[src/rtl/mem_access_ctrl_pkg.sv]
// Shared definitions for the data-side memory access controller.
// Holds the access-size encodings, the data width and the response
// buffer state type. The load alignment unit uses this package too,
// so it can be reused by the fetch path without pulling in the controller.
package mem_access_ctrl_pkg;

    localparam int DATA_W = 32;

    localparam logic [1:0] SZ_BYTE    = 2'b00;
    localparam logic [1:0] SZ_HALF    = 2'b01;
    localparam logic [1:0] SZ_WORD    = 2'b10;
    localparam logic [1:0] SZ_ILLEGAL = 2'b11;

    typedef enum logic {
        ST_EMPTY = 1'b0,
        ST_FULL  = 1'b1
    } resp_state_e;

endpackage

[src/rtl/mem_access_ctrl_load_align.sv]
// load_align: purely combinational load-data formatter.
// It selects the addressed byte or halfword lane from a 32-bit RAM word
// and sign- or zero-extends it to 32 bits.
// Ports:
//   ram_rdata     in  32  raw word read from the RAM
//   addr          in  2   low byte-address bits (lane select)
//   size          in  2   access size (byte/half/word; 11 gives 0)
//   load_unsigned in  1   1 = zero-extend, 0 = sign-extend
//   result        out 32  aligned, extended load data
module load_align
    import mem_access_ctrl_pkg::*;
(
    input  logic [DATA_W-1:0] ram_rdata,
    input  logic [1:0]        addr,
    input  logic [1:0]        size,
    input  logic              load_unsigned,
    output logic [DATA_W-1:0] result
);

    logic [7:0]  byte_lane_s;
    logic [15:0] half_lane_s;
    logic        byte_ext_s;
    logic        half_ext_s;

    // Lane selection: byte lane by addr[1:0], halfword lane by addr[1].
    always_comb begin
        byte_lane_s = 8'h00;
        half_lane_s = 16'h0000;
        case (addr)
            2'b00:   byte_lane_s = ram_rdata[7:0];
            2'b01:   byte_lane_s = ram_rdata[15:8];
            2'b10:   byte_lane_s = ram_rdata[23:16];
            2'b11:   byte_lane_s = ram_rdata[31:24];
            default: byte_lane_s = 8'h00;
        endcase
        if (addr[1]) begin
            half_lane_s = ram_rdata[31:16];
        end else begin
            half_lane_s = ram_rdata[15:0];
        end
    end

    // Extension: the fill bit is the lane's MSB for signed loads, zero otherwise.
    always_comb begin
        byte_ext_s = (~load_unsigned) & byte_lane_s[7];
        half_ext_s = (~load_unsigned) & half_lane_s[15];
        result     = 32'h0000_0000;
        case (size)
            SZ_BYTE: result = {{24{byte_ext_s}}, byte_lane_s};
            SZ_HALF: result = {{16{half_ext_s}}, half_lane_s};
            SZ_WORD: result = ram_rdata;
            default: result = 32'h0000_0000;
        endcase
    end

endmodule

[src/rtl/mem_access_ctrl.sv]
// mem_access_ctrl: byte-addressed load/store front end for a 1024x32 RAM
// with byte write enables and asynchronous read.
// One request per cycle over valid/ready. The RAM port is driven
// combinationally in the accept cycle. Each request's result is returned
// through a registered one-entry response buffer.
// Ports:
//   clk, resetn                  clock, async active-low reset
//   req_valid/req_ready          request handshake
//   req_wr, req_size, req_unsigned, req_addr, req_wdata   request fields
//   resp_valid/resp_ready        response handshake
//   resp_rdata, resp_err         registered response payload
//   ram_en, ram_wen, ram_addr, ram_wdata, ram_rdata       RAM port
module mem_access_ctrl
    import mem_access_ctrl_pkg::*;
#(
    parameter int ADDR_W = 12,
    parameter int RAM_AW = 10
) (
    input  logic              clk,
    input  logic              resetn,
    input  logic              req_valid,
    output logic              req_ready,
    input  logic              req_wr,
    input  logic [1:0]        req_size,
    input  logic              req_unsigned,
    input  logic [ADDR_W-1:0] req_addr,
    input  logic [DATA_W-1:0] req_wdata,
    output logic              resp_valid,
    input  logic              resp_ready,
    output logic [DATA_W-1:0] resp_rdata,
    output logic              resp_err,
    output logic              ram_en,
    output logic [3:0]        ram_wen,
    output logic [RAM_AW-1:0] ram_addr,
    output logic [DATA_W-1:0] ram_wdata,
    input  logic [DATA_W-1:0] ram_rdata
);

    resp_state_e       state_r;
    resp_state_e       state_nxt_s;
    logic              fire_s;
    logic              err_s;
    logic [DATA_W-1:0] load_data_s;
    logic [DATA_W-1:0] rdata_nxt_s;
    logic [DATA_W-1:0] resp_rdata_r;
    logic              resp_err_r;

    load_align u_load_align (
        .ram_rdata     (ram_rdata),
        .addr          (req_addr[1:0]),
        .size          (req_size),
        .load_unsigned (req_unsigned),
        .result        (load_data_s)
    );

    // The buffer can take a new response when it is empty or is being drained.
    assign resp_valid = (state_r == ST_FULL);
    assign req_ready  = (~resp_valid) | resp_ready;
    assign resp_rdata = resp_rdata_r;
    assign resp_err   = resp_err_r;

    // Acceptance and alignment check. Gating with resetn keeps the RAM
    // untouched while reset is held.
    always_comb begin
        fire_s = req_valid & req_ready & resetn;
        err_s  = 1'b0;
        case (req_size)
            SZ_BYTE: err_s = 1'b0;
            SZ_HALF: err_s = req_addr[0];
            SZ_WORD: err_s = (req_addr[1:0] != 2'b00);
            default: err_s = 1'b1;
        endcase
    end

    // RAM port drive: byte enables are shifted into the addressed lanes,
    // and write data is replicated so every lane carries the right bytes.
    always_comb begin
        ram_addr  = req_addr[ADDR_W-1:2];
        ram_en    = fire_s & (~err_s);
        ram_wen   = 4'b0000;
        ram_wdata = req_wdata;
        case (req_size)
            SZ_BYTE: ram_wdata = {4{req_wdata[7:0]}};
            SZ_HALF: ram_wdata = {2{req_wdata[15:0]}};
            default: ram_wdata = req_wdata;
        endcase
        if (ram_en && req_wr) begin
            case (req_size)
                SZ_BYTE: ram_wen = 4'b0001 << req_addr[1:0];
                SZ_HALF: ram_wen = 4'b0011 << req_addr[1:0];
                SZ_WORD: ram_wen = 4'b1111;
                default: ram_wen = 4'b0000;
            endcase
        end else begin
            ram_wen = 4'b0000;
        end
    end

    // Response buffer next state and the payload to capture on accept.
    always_comb begin
        state_nxt_s = state_r;
        if (!req_wr && !err_s) begin
            rdata_nxt_s = load_data_s;
        end else begin
            rdata_nxt_s = 32'h0000_0000;
        end
        case (state_r)
            ST_EMPTY: begin
                if (fire_s) begin
                    state_nxt_s = ST_FULL;
                end else begin
                    state_nxt_s = ST_EMPTY;
                end
            end
            ST_FULL: begin
                if (resp_ready && !fire_s) begin
                    state_nxt_s = ST_EMPTY;
                end else begin
                    state_nxt_s = ST_FULL;
                end
            end
            default: state_nxt_s = ST_EMPTY;
        endcase
    end

    // Response buffer registers. The payload is only reloaded on accept,
    // so it holds steady while the consumer stalls.
    always_ff @(posedge clk or negedge resetn) begin
        if (!resetn) begin
            state_r      <= ST_EMPTY;
            resp_rdata_r <= 32'h0000_0000;
            resp_err_r   <= 1'b0;
        end else begin
            state_r <= state_nxt_s;
            if (fire_s) begin
                resp_rdata_r <= rdata_nxt_s;
                resp_err_r   <= err_s;
            end
        end
    end

endmodule

[config.mk]
export PLATFORM = sky130hd
export DESIGN_NAME = mem_access_ctrl
export DESIGN_NICKNAME = d
export VERILOG_FILES = /design/src/rtl/mem_access_ctrl_pkg.sv /design/src/rtl/mem_access_ctrl_load_align.sv /design/src/rtl/mem_access_ctrl.sv
export SDC_FILE = /design/constraint.sdc
export NUM_CORES = 1
export LEC_CHECK = 0
export BUFFER_PORTS_ARGS = -buffer_cell sky130_fd_sc_hd__buf_2
export CAP_MARGIN = 10
export CELL_PAD_IN_SITES_DETAIL_PLACEMENT = 0
export CELL_PAD_IN_SITES_GLOBAL_PLACEMENT = 1
export CORE_MARGIN = 2
export CORE_UTILIZATION = 30
export CTS_BUF_LIST = sky130_fd_sc_hd__clkbuf_4 sky130_fd_sc_hd__clkbuf_8 sky130_fd_sc_hd__clkbuf_16
export CTS_CLUSTER_DIAMETER = 120
export DETAILED_ROUTE_END_ITERATION = 7
export GPL_TIMING_DRIVEN = 1
export PLACE_DENSITY = 0.93
export SETUP_SLACK_MARGIN = 0.3
export SLEW_MARGIN = 5
export SYNTH_ARGS = -nofsm -noshare
export SYNTH_HDL_FRONTEND = slang
export SYNTH_SLANG_ARGS = --single-unit
[constraint.sdc]
create_clock -name clk -period 4.82 [get_ports clk]
set_input_delay 0.241 -clock clk [delete_from_list [all_inputs] [get_ports clk]]
set_output_delay 0.241 -clock clk [all_outputs]
set_load 0.02 [all_outputs]
# After elaboration in Yosys (flattened, before gate mapping)

Index checks and enable logic that the tools add are counted.

Bits in registers: 34
Input bits: 84

Reduce and logical (&&, ||, !) cells: 9
Shifts and indexed selects: 2
Mux-type cells: 11
Bitwise operators: 9
Equality and inequality tests: 5

Operators by type and width:

| kind                                                                   | number |
|---|---|
| 32-bit case mux with 3 select lines                                    | 1 |
| 32-bit case mux with 2 select lines                                    | 1 |
| 32-bit 2-to-1 mux                                                      | 1 |
| 8-bit case mux with 4 select lines                                     | 1 |
| 16-bit 2-to-1 mux                                                      | 1 |
| 4-bit case mux with 3 select lines                                     | 1 |
| 2-bit equality test (second input constant)                            | 3 |
| 1-bit bitwise AND                                                      | 5 |
| 2-bit by 1-bit equality test with 1-bit output (second input constant) | 2 |
| 2-bit logical NOT                                                      | 2 |
| 4-bit 2-to-1 mux                                                       | 1 |
| 1-bit by 2-bit << shifter with 4-bit output (first input constant)     | 1 |
| 2-bit by 2-bit << shifter with 4-bit output (first input constant)     | 1 |
| 1-bit logical AND                                                      | 3 |
| 1-bit logical NOT                                                      | 3 |
| 1-bit NOT                                                              | 3 |
| 1-bit case mux with 3 select lines                                     | 1 |
| 1-bit 2-to-1 mux                                                       | 2 |
| 1-bit case mux with 2 select lines                                     | 1 |
| 2-bit nonzero test                                                     | 1 |
| 1-bit OR                                                               | 1 |

# Longest topological paths before layout

Word-level depth: 8
Mapped depth: 7
Mapped depth without buffers: 5

# By module

Synthesis repeated with hierarchy kept, for this count alone.

Cells, all modules: 323
Area total of the unflattened synthesis: 3234.4 um2

Modules (own cells, without submodules):

| module          | area an instance (um2) | instances | cells an instance |
|---|---|---|---|
| mem_access_ctrl | 2175.8                 | 1         | 199 |
| load_align      | 1058.5                 | 1         | 124 |

# Least setup slack after synthesis

OpenSTA, ideal clock, no wires.

Kind: register -> output
Start point: reg state_r, in the netlist resp_valid
End point: out ram_wen[0]
Cell stages (with the launch flop): 5
Path buffers: 0
Path slack: 2.386 ns
Data arrival time: 2.193 ns
Path through: dfrtp_1 -> nor2b_1 -> inv_1 -> nand4_1 -> a2111oi_0

Cells in the longest elaborated chain, start to end: 7

RTL lines:

| what                            | line                   | RTL |
|---|---|---|
| start, declared                 | mem_access_ctrl.sv:39  | `resp_state_e state_r;` |
| start signal, assigned          | mem_access_ctrl.sv:134 | `state_r <= state_nxt_s;` |
| 1-bit NOT                       | -                      |  |
| 1-bit OR                        | mem_access_ctrl.sv:58  | `assign req_ready = (~resp_valid) \| resp_ready;` |
| named net req_ready             | mem_access_ctrl.sv:22  | `output logic req_ready,` |
| 1-bit bitwise AND (2 in series) | mem_access_ctrl.sv:65  | `fire_s = req_valid & req_ready & resetn;` |
| 1-bit bitwise AND               | mem_access_ctrl.sv:79  | `ram_en = fire_s & (~err_s);` |
| 1-bit logical AND               | mem_access_ctrl.sv:87  | `if (ram_en && req_wr) begin` |
| 4-bit 2-to-1 mux                | mem_access_ctrl.sv:87  |  |
| end, declared                   | mem_access_ctrl.sv:33  | `output logic [3:0] ram_wen,` |

The timed path passes the listed nets, and every way through them passes these cells.

# Final worst setup path

Start point: in req_size[0]
End point: reg resp_rdata_r[29], in the netlist resp_rdata[29]

Cells in the longest elaborated chain, start to end: 5
Elaborated cells between the ends (all ways): 8

RTL lines:

| what                                              | line                                                    | RTL |
|---|---|---|
| start, declared                                   | mem_access_ctrl.sv:24                                   | `input logic [1:0] req_size,` |
| 2-bit equality test, or another cell as far along | mem_access_ctrl_load_align.sv:48, mem_access_ctrl.sv:67 |  |
| 1-bit case mux with 3 select lines                | mem_access_ctrl.sv:67                                   | `case (req_size)` |
| 1-bit logical NOT                                 | mem_access_ctrl.sv:102                                  | `if (!req_wr && !err_s) begin` |
| 1-bit logical AND                                 | mem_access_ctrl.sv:102                                  |  |
| 32-bit 2-to-1 mux (*)                             | mem_access_ctrl.sv:102                                  |  |
| end signal, assigned                              | mem_access_ctrl.sv:136                                  | `resp_rdata_r <= rdata_nxt_s;` |
| end, declared                                     | mem_access_ctrl.sv:45                                   | `logic [DATA_W-1:0] resp_rdata_r;` |

Every way passes the cells marked *; elsewhere a longest branch is shown, timed or not.
A chain may end at the register's enable or synchronous reset.

==> flow_summary.json <==
{
  "violations": "negative hold slack",
  "maxSlewHeadroom": 0.350,
  "start_util": 0.310,
  "finalCritPeriodShare": 0.515,
  "post-cts-setup-buffer-count": 0,
  "synth.area.top_cells": "dfrtp_1 35%, mux2_2 8.9%, mux2i_1 6.6%, mux4_2 6.5%, a221o_1 6.2%",
  "dp_cells": 451,
  "synth.most_common_cell": "nand2_1",
  "coreArea_um2": 7770,
  "netlist_instances": 238,
  "tns_ns": 0,
  "yosysTopAreaCellShare": 0.353,
  "p_per_area_nw_per_um2": 253,
  "start_kind": "primary input",
  "gp_congestion": 0.785,
  "synth_cell_types": 38,
  "synth_warnings": 0,
  "critPathKind": "in2reg",
  "outcome": "finished, violations left",
  "cp.arrival_ns": 2.70,
  "placementRows": 32,
  "syn2layout_area_growth_pct": 30.6,
  "grt_overflow": 0,
  "cts.clk_slew.worst_paths_ns": 0.07,
  "synth_top_area_cell": "dfrtp_1",
  "grt_usage": 0.184,
  "cts_max_level": 2,
  "cts_tree": "done",
  "crit_fanout": 23,
  "layoutNonFillerInstCount": 457,
  "ctsResizeCount": 0,
  "seq_area_um2": 851,
  "syn_area_um2": 2410,
  "vias": 2378,
  "numCtsBuffers": 5,
  "async_reset_ff_frac": 1.00,
  "insertion_delay_ns": 0.28,
  "holdBufCountCts": 0,
  "antenna_found_initial": 0,
  "drv_slew": 0,
  "finalSetupViolations": 0,
  "die_h_um": 93.6,
  "ys_seq_elements": 34,
  "synth_flop_cell": "dfrtp_1",
  "hpwlAfterDp_um": 6240,
  "cts.sinks": 34,
  "synthTopCellsByCount": "40 x nand2_1, 34 x dfrtp_1, 19 x buf_4, 19 x mux2_2, 16 x mux2i_1",
  "drt_iter0_markers": 233,
  "final_nets": 440,
  "worstPathRequired_ns": 5.04,
  "drt_wl_total_um": 7830,
  "root_buffer": "clkbuf_8",
  "min_period_ns": 2.48,
  "synth_fp_nets": 322,
  "grt_pass1_wl_um": 12300,
  "fmax_mhz": 403,
  "yosysSeqAreaShare": 0.353,
  "synth_edf_count": 0,
  "drc": 0,
  "final_hold_viol_count": 14,
  "total_leakage_power_nw": 1.65,
  "drive_above_1_share": 0.518,
  "hold_slack_ns": -0.0132,
  "final_antenna_net_count": 0,
  "ctsLongestPathBuffers": 2,
  "max-vdd-ir-drop_mv": 0.0890,
  "die_x_um": 93.6,
  "first_pass_iters": 4,
  "rsz0062_at_grt": "false",
  "cap_violations": 0,
  "wl_per_cell_um": 17.1,
  "via_per_inst": 5.20,
  "fillCellCount": 792,
  "dieArea_um2": 8770,
  "hold_class": "in2async",
  "synth.avg_cell_area_um2": 10.1,
  "numPortBuffers": 145,
  "fin_worst_skew_ns": 0.00134,
  "multiInputGateArea_um2": 1330,
  "critPathCaptureType": "flop",
  "first_global_vias": 2341,
  "grt_start_max_net_pins": 38,
  "antenna_cells": 0,
  "io_pins": 166,
  "worst_slew_pin_slew_ns": 0.975
}
through the flow:
step                      worst slack [ns]  hold WS (ns)  cell area, um^2  total power [W]   util
after floorplan                       2.39       -0.0546             2410         0.000501      -
after global placement                2.15         0.299             3060         0.000591  0.394
after detailed placement              2.04         0.311             3060         0.000596  0.394
after CTS                             2.34       0.00874             3150         0.000805  0.405
after global routing                  2.14        0.0379             3150         0.000844  0.405
final                                 2.34       -0.0132             3150         0.000797  0.405
metal layers:
layer | vias up | track usage | wire (um) | part of all wire
li1 | 1108 | - | - | -
met1 | 1121 | 0.215 | 2920 | 0.37
met2 | 135 | 0.335 | 4080 | 0.52
met3 | 14 | 0.0403 | 691 | 0.088
met4 | 0 | 0.0556 | 127 | 0.016
met5 | - | 0 | 0 | 0
worst max-delay path, stage by stage:
cell	delay [ns]
buf_2	0.25
or3_4	0.46
a2111oi_4	0.91
and2_1	0.59
a221o_1	0.24
kinds of logic after synthesis:
| group | after synthesis | share of synthesized area |
|---|---|---|
| and+or+nand+nor | 73 | 0.154 |
| DFF | 34 | 0.353 |
| muxes | 42 | 0.221 |
| xor gates and xnor gates | 1 | 0.00364 |
| AOI/OAI and AO/OA | 49 | 0.174 |
| buffers and inverters | 39 | 0.0950 |
sequential cells by signal (all words and copies together) (netlist names):
| name | count |
|---|---|
| resp_err | 1 |
| resp_valid | 1 |
| resp_rdata | 32 |
power breakdown:
| part | internal (W) | leakage (nW) | total (W) | switching (W) |
|---|---|---|---|---|
| registers | 0.000310 | 0.460 | 0.000323 | 0.0000133 |
| clock network | 0.000110 | 0.0431 | 0.000209 | 0.0000991 |
| logic | 0.000107 | 1.15 | 0.000264 | 0.000157 |
area by class of cell:
| type | count | share of cell area |
|---|---|---|
| tap | 102 | 0.0406 |
| inverter | 2 | 0.00239 |
| timing repair buffer | 148 | 0.238 |
| multi-input combinational | 165 | 0.423 |
| clock buffer | 6 | 0.0262 |
| sequential | 34 | 0.270 |
worst paths after layout:
check	to	slack (ns)	startpoint	depth (start not counted)
setup / recovery	resp_rdata[29]	2.34	req_size[0]	5
hold / removal	resp_rdata[17]	-0.01	resetn	2
setup reg to reg	resp_rdata[29]	2.50	resp_valid	4
hold reg to reg	resp_rdata[7]	0.47	resp_rdata[7]	2
max in group asynchronous	resp_rdata[26]	4.51	resetn	2
min in group clk	resp_rdata[21]	0.21	ram_rdata[21]	2
cell usage in the layout (no fill, tap or decap), types with 3 or more instances in the layout:
| cell | synthesis | routed |
|---|---|---|
| clkbuf_8 | 0 | 6 |
| nand3_1 | 8 | 8 |
| o21ai_0 | 10 | 10 |
| buf_4 | 19 | 3 |
| a221o_1 | 15 | 15 |
| nor3_1 | 3 | 3 |
| mux4_2 | 7 | 7 |
| nand2_1 | 40 | 40 |
| nand2b_1 | 3 | 3 |
| dfrtp_1 | 34 | 34 |
| nor2b_1 | 5 | 5 |
| mux2_2 | 19 | 19 |
| o2bb2ai_1 | 7 | 7 |
| a32oi_1 | 8 | 8 |
| mux2i_1 | 16 | 16 |
| buf_2 | 3 | 145 |
| nor2_1 | 5 | 5 |
(Power assumes the default switching activity.)
